File: src/rtl/fpu_div_pkg.sv
// Shared types and constants for the sequential single-precision divider.
package fpu_div_pkg;

   // Field widths of the binary32 format this package describes
   localparam int unsigned EXP_BITS  = 8;
   localparam int unsigned FRAC_BITS = 23;

   localparam int unsigned BIAS     = 127;
   localparam int unsigned EXP_MAX  = 255;
   localparam logic [31:0] QNAN     = 32'h7FC0_0000;
   // One quotient bit per cycle: hidden bit, 23 fraction bits, guard, one extra
   localparam int unsigned DIV_ITER = 26;

   typedef enum logic [1:0] {
      StIdle,
      StDivide,
      StNorm,
      StDone
   } state_e;

   typedef enum logic [1:0] {
      ClsZero,
      ClsNormal,
      ClsInf,
      ClsNan
   } op_class_e;

   // Subnormals are flushed, so any zero exponent counts as zero
   function automatic op_class_e classify(input logic [EXP_BITS-1:0]  exp,
                                          input logic [FRAC_BITS-1:0] frac);
      op_class_e cls;
      if (exp == '0) begin
         cls = ClsZero;
      end else if (exp == '1) begin
         cls = (frac == '0) ? ClsInf : ClsNan;
      end else begin
         cls = ClsNormal;
      end
      return cls;
   endfunction

endpackage

File: src/rtl/subtractor_8b.sv
// Biased exponent difference for division: exp1 - exp2 + bias, as a signed value
// wide enough to hold every combination, plus early out-of-range indications.
module subtractor_8b #(
   parameter int unsigned EXP_W = 8,
   parameter int          BIAS  = 127
) (
   input  logic        [EXP_W-1:0] exp1_i,
   input  logic        [EXP_W-1:0] exp2_i,
   output logic signed [EXP_W+1:0] diff_o,
   // Still overflowing even if normalization later subtracts one
   output logic                    ovf_o,
   // Still underflowing even if rounding later adds one
   output logic                    unf_o
);
   import fpu_div_pkg::*;

   localparam int unsigned EW = EXP_W + 2;
   localparam logic signed [EW-1:0] BiasS     = EW'(BIAS);
   localparam logic signed [EW-1:0] ExpOvfLim = EW'(2 ** EXP_W);

   // Difference and range indications
   always_comb begin
      diff_o = $signed({2'b00, exp1_i}) - $signed({2'b00, exp2_i}) + BiasS;
      ovf_o  = diff_o >= ExpOvfLim;
      unf_o  = diff_o[EW-1];
   end

endmodule

File: src/rtl/divider_32b.sv
// Sequential IEEE-754 single-precision divider. Restoring division produces one
// quotient bit per cycle, followed by a single normalize/round cycle. Special
// operands bypass the iteration and finish in the accept cycle. Subnormal inputs
// are treated as zero and subnormal results are flushed to zero.
module divider_32b #(
   parameter int unsigned EXP_W  = 8,
   parameter int unsigned FRAC_W = 23,
   parameter int          BIAS   = 127
) (
   input  logic                    CLK,
   input  logic                    nRST,
   input  logic                    start,
   input  logic [EXP_W+FRAC_W:0]   floating_point1,
   input  logic [EXP_W+FRAC_W:0]   floating_point2,
   output logic [EXP_W+FRAC_W:0]   result,
   output logic                    busy,
   output logic                    done,
   output logic                    ovf,
   output logic                    unf,
   output logic                    dz,
   output logic                    nv
);
   import fpu_div_pkg::*;

   localparam int unsigned W    = 1 + EXP_W + FRAC_W;
   localparam int unsigned SigW = FRAC_W + 1;
   localparam int unsigned RemW = FRAC_W + 2;
   localparam int unsigned QW   = FRAC_W + 3;
   localparam int unsigned EW   = EXP_W + 2;
   localparam int unsigned CntW = $clog2(QW);
   localparam logic signed [EW-1:0] ExpMaxS = EW'(2 ** EXP_W - 1);

   // State
   state_e            state_q;
   logic [EXP_W-1:0]  exp1_q, exp2_q;
   logic              sign_q;
   logic [RemW-1:0]   rem_q;
   logic [SigW-1:0]   div_q;
   logic [QW-1:0]     q_q;
   logic [CntW-1:0]   cnt_q;
   logic [W-1:0]      result_q;
   logic              busy_q, done_q, ovf_q, unf_q, dz_q, nv_q;

   // Operand decode
   op_class_e         cls1, cls2;
   logic              sign_x;
   logic              spec_hit, spec_nv, spec_dz;
   logic [W-1:0]      spec_res;
   logic [W-1:0]      qnan_w, inf_x, zero_x;

   // Iteration
   logic              rem_ge;
   logic [RemW-1:0]   rem_sub, rem_d;
   logic [QW-1:0]     q_d;

   // Normalize / round
   logic signed [EW-1:0] exp_diff, exp_fin;
   logic              sub_ovf, sub_unf;
   logic              norm_shift, guard, sticky, round_up, round_carry;
   logic [SigW-1:0]   sig_pre, sig_rnd;
   logic              norm_ovf, norm_unf;
   logic [W-1:0]      norm_res;

   assign result = result_q;
   assign busy   = busy_q;
   assign done   = done_q;
   assign ovf    = ovf_q;
   assign unf    = unf_q;
   assign dz     = dz_q;
   assign nv     = nv_q;

   assign cls1   = classify(floating_point1[W-2 -: EXP_W], floating_point1[FRAC_W-1:0]);
   assign cls2   = classify(floating_point2[W-2 -: EXP_W], floating_point2[FRAC_W-1:0]);
   assign sign_x = floating_point1[W-1] ^ floating_point2[W-1];
   assign qnan_w = {1'b0, {EXP_W{1'b1}}, 1'b1, {(FRAC_W-1){1'b0}}};
   assign inf_x  = {sign_x, {EXP_W{1'b1}}, {FRAC_W{1'b0}}};
   assign zero_x = {sign_x, {(W-1){1'b0}}};

   // Special-operand results that skip the iteration entirely
   always_comb begin
      spec_hit = 1'b1;
      spec_nv  = 1'b0;
      spec_dz  = 1'b0;
      spec_res = '0;
      if (cls1 == ClsNan || cls2 == ClsNan) begin
         spec_res = qnan_w;
         // Quiet bit clear marks a signalling NaN
         spec_nv  = (cls1 == ClsNan && !floating_point1[FRAC_W-1]) ||
                    (cls2 == ClsNan && !floating_point2[FRAC_W-1]);
      end else if ((cls1 == ClsZero && cls2 == ClsZero) ||
                   (cls1 == ClsInf  && cls2 == ClsInf)) begin
         spec_res = qnan_w;
         spec_nv  = 1'b1;
      end else if (cls1 == ClsInf) begin
         spec_res = inf_x;
      end else if (cls2 == ClsZero) begin
         spec_res = inf_x;
         spec_dz  = 1'b1;
      end else if (cls1 == ClsZero || cls2 == ClsInf) begin
         spec_res = zero_x;
      end else begin
         spec_hit = 1'b0;
      end
   end

   // One restoring-division step; remainder never exceeds twice the divisor
   always_comb begin
      rem_ge  = rem_q >= {1'b0, div_q};
      rem_sub = rem_ge ? (rem_q - {1'b0, div_q}) : rem_q;
      rem_d   = {rem_sub[RemW-2:0], 1'b0};
      q_d     = {q_q[QW-2:0], rem_ge};
   end

   subtractor_8b #(
      .EXP_W (EXP_W),
      .BIAS  (BIAS)
   ) u_exp_sub (
      .exp1_i (exp1_q),
      .exp2_i (exp2_q),
      .diff_o (exp_diff),
      .ovf_o  (sub_ovf),
      .unf_o  (sub_unf)
   );

   // Normalize the quotient, round to nearest even, range-check the exponent
   always_comb begin
      norm_shift = ~q_q[QW-1];
      if (q_q[QW-1]) begin
         sig_pre = q_q[QW-1:2];
         guard   = q_q[1];
         sticky  = q_q[0] | (|rem_q);
      end else begin
         sig_pre = q_q[QW-2:1];
         guard   = q_q[0];
         sticky  = |rem_q;
      end
      round_up = guard & (sticky | sig_pre[0]);
      // On carry-out the low bits are already zero, i.e. significand 1.0
      {round_carry, sig_rnd} = {1'b0, sig_pre} + {{SigW{1'b0}}, round_up};
      exp_fin  = exp_diff - $signed(EW'(norm_shift)) + $signed(EW'(round_carry));
      norm_ovf = sub_ovf | (exp_fin >= ExpMaxS);
      norm_unf = ~norm_ovf & (sub_unf | exp_fin[EW-1] | (exp_fin == '0));
      if (norm_ovf) begin
         norm_res = {sign_q, {EXP_W{1'b1}}, {FRAC_W{1'b0}}};
      end else if (norm_unf) begin
         norm_res = {sign_q, {(W-1){1'b0}}};
      end else begin
         norm_res = {sign_q, exp_fin[EXP_W-1:0], sig_rnd[FRAC_W-1:0]};
      end
   end

   // Control FSM with registered outputs
   always_ff @(posedge CLK or negedge nRST) begin
      if (!nRST) begin
         state_q  <= StIdle;
         exp1_q   <= '0;
         exp2_q   <= '0;
         sign_q   <= 1'b0;
         rem_q    <= '0;
         div_q    <= '0;
         q_q      <= '0;
         cnt_q    <= '0;
         result_q <= '0;
         busy_q   <= 1'b0;
         done_q   <= 1'b0;
         ovf_q    <= 1'b0;
         unf_q    <= 1'b0;
         dz_q     <= 1'b0;
         nv_q     <= 1'b0;
      end else begin
         unique case (state_q)
            StIdle: begin
               if (start) begin
                  busy_q <= 1'b1;
                  ovf_q  <= 1'b0;
                  unf_q  <= 1'b0;
                  exp1_q <= floating_point1[W-2 -: EXP_W];
                  exp2_q <= floating_point2[W-2 -: EXP_W];
                  sign_q <= sign_x;
                  if (spec_hit) begin
                     result_q <= spec_res;
                     dz_q     <= spec_dz;
                     nv_q     <= spec_nv;
                     done_q   <= 1'b1;
                     state_q  <= StDone;
                  end else begin
                     dz_q    <= 1'b0;
                     nv_q    <= 1'b0;
                     rem_q   <= {2'b01, floating_point1[FRAC_W-1:0]};
                     div_q   <= {1'b1, floating_point2[FRAC_W-1:0]};
                     q_q     <= '0;
                     cnt_q   <= CntW'(QW - 1);
                     state_q <= StDivide;
                  end
               end
            end
            StDivide: begin
               rem_q <= rem_d;
               q_q   <= q_d;
               cnt_q <= cnt_q - 1'b1;
               if (cnt_q == '0) begin
                  state_q <= StNorm;
               end
            end
            StNorm: begin
               result_q <= norm_res;
               ovf_q    <= norm_ovf;
               unf_q    <= norm_unf;
               done_q   <= 1'b1;
               state_q  <= StDone;
            end
            StDone: begin
               done_q  <= 1'b0;
               busy_q  <= 1'b0;
               state_q <= StIdle;
            end
            default: state_q <= StIdle;
         endcase
      end
   end

endmodule
File: config.mk
export PLATFORM = sky130hd
export DESIGN_NAME = divider_32b
export DESIGN_NICKNAME = d
export VERILOG_FILES = /design/src/rtl/fpu_div_pkg.sv /design/src/rtl/subtractor_8b.sv /design/src/rtl/divider_32b.sv
export SDC_FILE = /design/constraint.sdc
export NUM_CORES = 1
export LEC_CHECK = 0
export CORE_MARGIN = 2
export CORE_UTILIZATION = 62
export DETAILED_ROUTE_END_ITERATION = 16
export PLACE_DENSITY_LB_ADDON = 0.15
export SYNTH_ARGS = -nofsm -noshare
export SYNTH_HDL_FRONTEND = slang
export SYNTH_SLANG_ARGS = --single-unit
File: constraint.sdc
create_clock -name CLK -period 12.5 [get_ports CLK]
set_input_delay 1.25 -clock CLK [delete_from_list [all_inputs] [get_ports CLK]]
set_output_delay 1.25 -clock CLK [all_outputs]
set_load 0.05 [all_outputs]
After elaboration in Yosys (flattened, before gate mapping)
Index checks and enable logic that the tools add are counted.
Storage, ports and cells
  word-level logic and storage cells: 135
  flip-flop bits (word level): 137
  bits of input ports: 67
  output and inout port bits: 38
Operators by class
  eq/ne operators: 13
  bitwise gates (word level): 11
  $lt $le $gt $ge: 3
  reduce and logical (&&, ||, !) cells: 32
  add/subtract/negate cells: 7
  muxes and demuxes: 54
Operator list (number)
  32-bit 2-to-1 mux: 7
  32-bit one-hot mux with 2 select lines: 1
  31-bit 2-to-1 mux: 2
  26-bit 2-to-1 mux: 2
  26-bit one-hot mux with 2 select lines: 1
  25-bit 2-to-1 mux: 2
  25-bit one-hot mux with 2 select lines: 1
  24-bit 2-to-1 mux: 2
  23-bit zero test: 2
  24-bit by 1-bit adder with 25-bit output: 1
  25-bit by 24-bit greater-or-equal comparator with 1-bit output: 1
  25-bit OR reduction: 1
  24-bit subtractor: 1
  1-bit 2-to-1 mux: 21
  8-bit == test, second input constant: 2
  8-bit zero test: 2
  2-bit 2-to-1 mux: 7
  2-bit == test, second input constant: 6
  3-bit AND reduction: 4
  10-bit by 2-bit adder with 10-bit output: 1
  10-bit by 8-bit adder with 10-bit output, second input constant: 1
  10-bit greater-or-equal comparator, second input constant: 1
  10-bit by 9-bit greater-or-equal comparator with 1-bit output, second input constant: 1
  10-bit zero test: 1
  other kinds (22): 49

Longest topological paths before layout
  depth in word-level cells: 14
  mapped depth: 34

By module
Synthesis repeated with hierarchy kept, for this count alone.
Unflattened totals
  cells, all modules: 1130
  area total of the unflattened synthesis: 9872.0 µm²
Modules (own cells, without submodules)
  divider_32b: times used 1, cells each 1038, area each 9210.1 µm²
  subtractor_8b: times used 1, cells each 92, area each 661.9 µm²

Worst setup path after synthesis
No wires, ideal clock.
  path kind: register to register
  from: reg q_q[25]
  to: reg result_q[15], in the netlist result[15]
  library setup time: 121 ps
  data required time: 12379 ps
  stages on the path, launching flop included: 35
  data arrival time: 6690 ps
  path slack: 5689 ps
  cells stage by stage: dfrtp_1 > clkbuf_1 > buf_1 > buf_1 > clkbuf_1 > nand2_1 > a21boi_0 > ha_1 > nand2_1 > a21oi_1 > and3_1 > and3_1 > nor2b_1 > and3_1 > nand2_1 > nor3b_1 > o2111ai_1 > ha_1 > inv_1 > ha_1 > inv_1 > fa_1 > inv_1 > a21oi_1 > o21bai_1 > a21oi_1 > and2_1 > a211oi_1 > o21a_1 > o2111ai_1 > and3_1 > and4b_1 > buf_6 > buf_6 > a22o_2
Between the ends
  word-level cells in the longest chain between the ends: 12
  elaborated cells on any way between the ends: 19
  classes of those cells: add/sub (3); order compare (1); mux (6); bitwise (8); reduce/logical (1)
Ends and longest elaborated chain
  start: declaration: RTL line divider_32b.sv:39  | logic [QW-1:0] q_q;
  start signal: assignment: RTL line divider_32b.sv:199  | q_q <= q_d;
  1-bit 2-to-1 mux or 24-bit 2-to-1 mux (tied branches): RTL line divider_32b.sv:128  | if (q_q[QW-1]) begin
  1-bit bitwise OR: RTL line divider_32b.sv:137  | round_up = guard & (sticky | sig_pre[0]);
  1-bit bitwise AND: RTL line divider_32b.sv:137
  24-bit by 1-bit adder with 25-bit output: RTL line divider_32b.sv:139  | {round_carry, sig_rnd} = {1'b0, sig_pre} + {{SigW{1'b0}}, round_up};
  10-bit by 2-bit adder with 10-bit output: RTL line divider_32b.sv:140  | exp_fin = exp_diff - $signed(EW'(norm_shift)) + $signed(EW'(round_carry));
  10-bit by 9-bit greater-or-equal comparator with 1-bit output: RTL line divider_32b.sv:141  | norm_ovf = sub_ovf | (exp_fin >= ExpMaxS);
  1-bit bitwise OR: RTL line divider_32b.sv:141
  1-bit inverter: RTL line divider_32b.sv:142  | norm_unf = ~norm_ovf & (sub_unf | exp_fin[EW-1] | (exp_fin == '0));
  1-bit bitwise AND: RTL line divider_32b.sv:142
  31-bit 2-to-1 mux: RTL line divider_32b.sv:145  | end else if (norm_unf) begin
  31-bit 2-to-1 mux (*): RTL line divider_32b.sv:143  | if (norm_ovf) begin
  32-bit one-hot mux with 2 select lines (*): RTL line divider_32b.sv:171  | unique case (state_q)
  end signal: assignment: RTL line divider_32b.sv:181  | result_q <= spec_res;
  end signal: assignment: RTL line divider_32b.sv:206  | result_q <= norm_res;
  end: declaration: RTL line divider_32b.sv:41  | logic [W-1:0] result_q;
Every way passes the cells marked *; elsewhere a longest branch is shown, timed or not.
A chain may end at the register's enable or synchronous reset.

Worst setup path in the final report
  from: reg q_q[25]
  to: reg result_q[20], in the netlist result[20]
The elaborated chain is that of the path after synthesis.

==> results.md <==
* Status: complete, no violations
* H-tree depth at 4
* FF+latch count, synth at 137
* First-pass GRT wire length at 40.0 mm
* Ant. Diodes at 0
* Critical path buffers and inverters at 4
* Die H at 128 µm
* Crit path max-delay family: simple AND/OR/NAND/NOR gates
* Largest net degree at the start of global routing at 80
* Arrival time at the worst endpoint at 7.50 ns
* Die W at 128 µm
* Hold buffers post-CTS at 0
* CP dominant cell by count: and3_1
* Vias in the first global route at 8274
* Final Max Tran Viols at 0
* Final Cell Area at 11200 µm²
* Core Box Area at 15100 µm²
* Pre-Repair DR Iteration Count at 6
* Standard-cell rows at 45
* Worst slew pin tran at 1.19 ns
* Req. time, crit path at 12.85 ns
* Number of synthesized flops with an enable pin at 0
* GRT Total Usage at 30.5%
* Primary FF master, synth: dfrtp_1
* Setup Viol. Count Final at 0
* Post-DRT Antenna Nets at 0
* Maximum clock path buffer count at 2
* Worst-path clk slew at 0.06 ns
* Dpl ws at 5.66 ns
* Setup bufs post-CTS at 0
* GRT Residual Overflow at 0
* Synth warn at 0
* Endpoint class of the critical path: register
* RSZ-0062 raised after global routing: false
* DP Wirelength at 17.3 mm
* Max_slew headroom at 19.9%
* Part of the cycle the worst path needs at 57.2%
* Area of the multi-input gates at 5590 µm²
* Fin nets at 1307
* Hold Crit Class: register to register
* Share of flip-flops with an asynchronous set or reset at 100%
* CTS tree: built
* Hold worst-path end: div_q[23]$_DFFE_PN0P_
* FILL cells at 1129
* Cell variety after synth at 80
* Clock Latency Late Sink at 0.42 ns
* CP Launch Type: register
* R2R depth at 28
* Sink Count at 137
* WL final at 23.8 mm
* Critical-path top delay cell: and4b_1
* Register area at 3430 µm²
* Die area at 16400 µm²
* Root Buffer: clkbuf_16
* Number of max-cap violations at 0
* Starting Density at 63.1%
* Worst reg2reg startpoint: q_q[25]$_DFFE_PN0P_
* Commonest non-fill, non-tap cell in the layout: nand2_1
* # DRC at 0
* Routability congestion estimate at 0.928
* Max stage delay on crit path at 0.73 ns
* R2R Path End: result[20]$_DFFE_PN0P_
* Seq/Total Area, Yosys at 36.0%
* Worst Path Class, Setup: register to register
* Worst Hold Launch: div_q[23]$_DFFE_PN0P_
* Fmax at 140 MHz
* Via/cell ratio at 6.20
* Setup WS post-layout at 5.35 ns
* Port buffer count at 104
* Post-layout min period at 7.15 ns
* Placed Area at 10600 µm²
* Antenna violations before repair at 0
* CTS Buf Count at 17
* Syn Nets at 1231
* DR iter-0 viols at 781
* Commonest cells after routing, fill and taps aside: 143 x nand2_1, 137 x dfrtp_1, 103 x clkdlybuf4s50_1, 83 x nor2_1, 77 x a21oi_1
* Layout cells sized above 1 at 8.17%
* Synthesized area at 9520 µm²
* Hold Fails Final Rpt at 0
* Post_cts resized at 0
* Reg-to-reg setup timing slack at 5.35 ns
* Setup TNS at 0 ns
* Avg WL per Cell at 17.2 µm
* Crit Path Max Fanout at 40
* I/O pin count at 105
* Skew final at 0.00696 ns
* Area delta synth->final at 17.8%
* Mapped Cells at 1113
* Hold path cells at 2
* Vias after detailed routing at 8603
* Post-Syn Area per Cell at 8.55 µm²
## through the flow
| stage | hold slack (ns) | util, % | cells |
|---|---|---|---|
| after global routing | 0.494 | 74.3 | 1388 |
| final | 0.459 | 74.3 | 1388 |
| after global placement | 0.442 | 70.4 | 1358 |
| after detailed placement | 0.447 | 70.4 | 1358 |
| after CTS | 0.461 | 74.3 | 1388 |
| after floorplan | 0.418 | - | 1113 |
## layer usage
layer  track usage, %  vias to the layer above  share of wire, %
met3             4.38                       42               6.2
met5                0                        -                 0
li1                 -                     4124                 -
met2             52.0                      349                49
met1             40.7                     4088                43
met4             8.79                        0               1.7
## logic make-up after synthesis
logic type / synth area share (%)
and+or+nand+nor: 20.1
xor gates and xnor gates: 6.31
AOI/OAI and AO/OA: 20.9
buffers and inverters: 5.57
adders and majority gates: 6.94
muxes: 4.18
DFF: 36.0
## how the worst max path moves through the flow
stage	endpoint	from	cells past startpoint	slack (ns)
after floorplan	result[15]$_DFFE_PN0P_	q_q[25]$_DFFE_PN0P_	34	5.69
final	result[20]$_DFFE_PN0P_	q_q[25]$_DFFE_PN0P_	28	5.35
after CTS	result[20]$_DFFE_PN0P_	q_q[25]$_DFFE_PN0P_	28	5.42
after global routing	result[20]$_DFFE_PN0P_	q_q[25]$_DFFE_PN0P_	28	4.69
after global placement	result[12]$_DFFE_PN0P_	q_q[25]$_DFFE_PN0P_	28	5.87
after detailed placement	result[20]$_DFFE_PN0P_	q_q[25]$_DFFE_PN0P_	28	5.66
## flip-flops by register name, indices dropped and copies added, names as in the netlist
name	cells
q_q	26
exp1_q	8
done	1
busy	1
ovf	1
rem_q	25
state_q	2
unf	1
exp2_q	8
result	32
nv	1
sign_q	1
dz	1
cnt_q	5
div_q	24
## synth_stat cells (3+ instances only)
| cell type | number | area (µm²) |
|---|---|---|
| nor4_1 | 23 | 144 |
| nand4_1 | 14 | 87.6 |
| ha_1 | 48 | 601 |
| xnor2_1 | 46 | 403 |
| a21boi_0 | 6 | 45.0 |
| nor3b_1 | 3 | 22.5 |
| a31oi_1 | 5 | 31.3 |
| and2_1 | 5 | 31.3 |
| o21a_1 | 9 | 67.6 |
| a22o_2 | 3 | 30.0 |
| and3_1 | 16 | 100 |
| nand2_1 | 143 | 537 |
| inv_1 | 72 | 270 |
| nand2b_1 | 8 | 50.1 |
| a22oi_1 | 7 | 52.6 |
| nand3_1 | 54 | 270 |
| a21oi_1 | 78 | 390 |
| and4_1 | 4 | 35.0 |
| clkbuf_1 | 40 | 150 |
| dfrtp_1 | 137 | 3430 |
| mux2i_1 | 15 | 150 |
| a221o_2 | 3 | 33.8 |
| or3_1 | 4 | 25.0 |
| or2_2 | 3 | 18.8 |
| o21ai_1 | 3 | 15.0 |
| mux2_2 | 22 | 248 |
| o21bai_1 | 7 | 52.6 |
| xor2_1 | 20 | 175 |
| buf_1 | 7 | 26.3 |
| a22o_1 | 20 | 175 |
| nor2b_1 | 7 | 43.8 |
| nor2_1 | 84 | 315 |
| o2111ai_1 | 5 | 43.8 |
| a21o_1 | 16 | 120 |
| o22ai_1 | 10 | 62.6 |
| o21ai_0 | 76 | 380 |
| or4_1 | 3 | 22.5 |
| o211ai_1 | 5 | 37.5 |
| nor3_1 | 11 | 55.1 |
| buf_6 | 5 | 56.3 |
| fa_1 | 3 | 60.1 |
| a211oi_1 | 10 | 75.1 |
| o221a_2 | 8 | 90.1 |
## area by class of cell
type                       instances  share of cell area (%)
inverter                          73                    2.44
clock buffer                      21                    4.11
clock inverter                     9                    1.10
tap                              188                    2.10
sequential                       137                    30.6
multi-input combinational        848                    49.8
timing repair buffer             112                    9.83
## tightest hold or removal path, stage by stage (launching register included)
cell	delay (ns)
dfrtp_1	0.32
inv_1	0.06
nand2_1	0.05
Power is not shown: default switching activity piles up to over one toggle a cycle in this logic, so the estimate is an artifact.
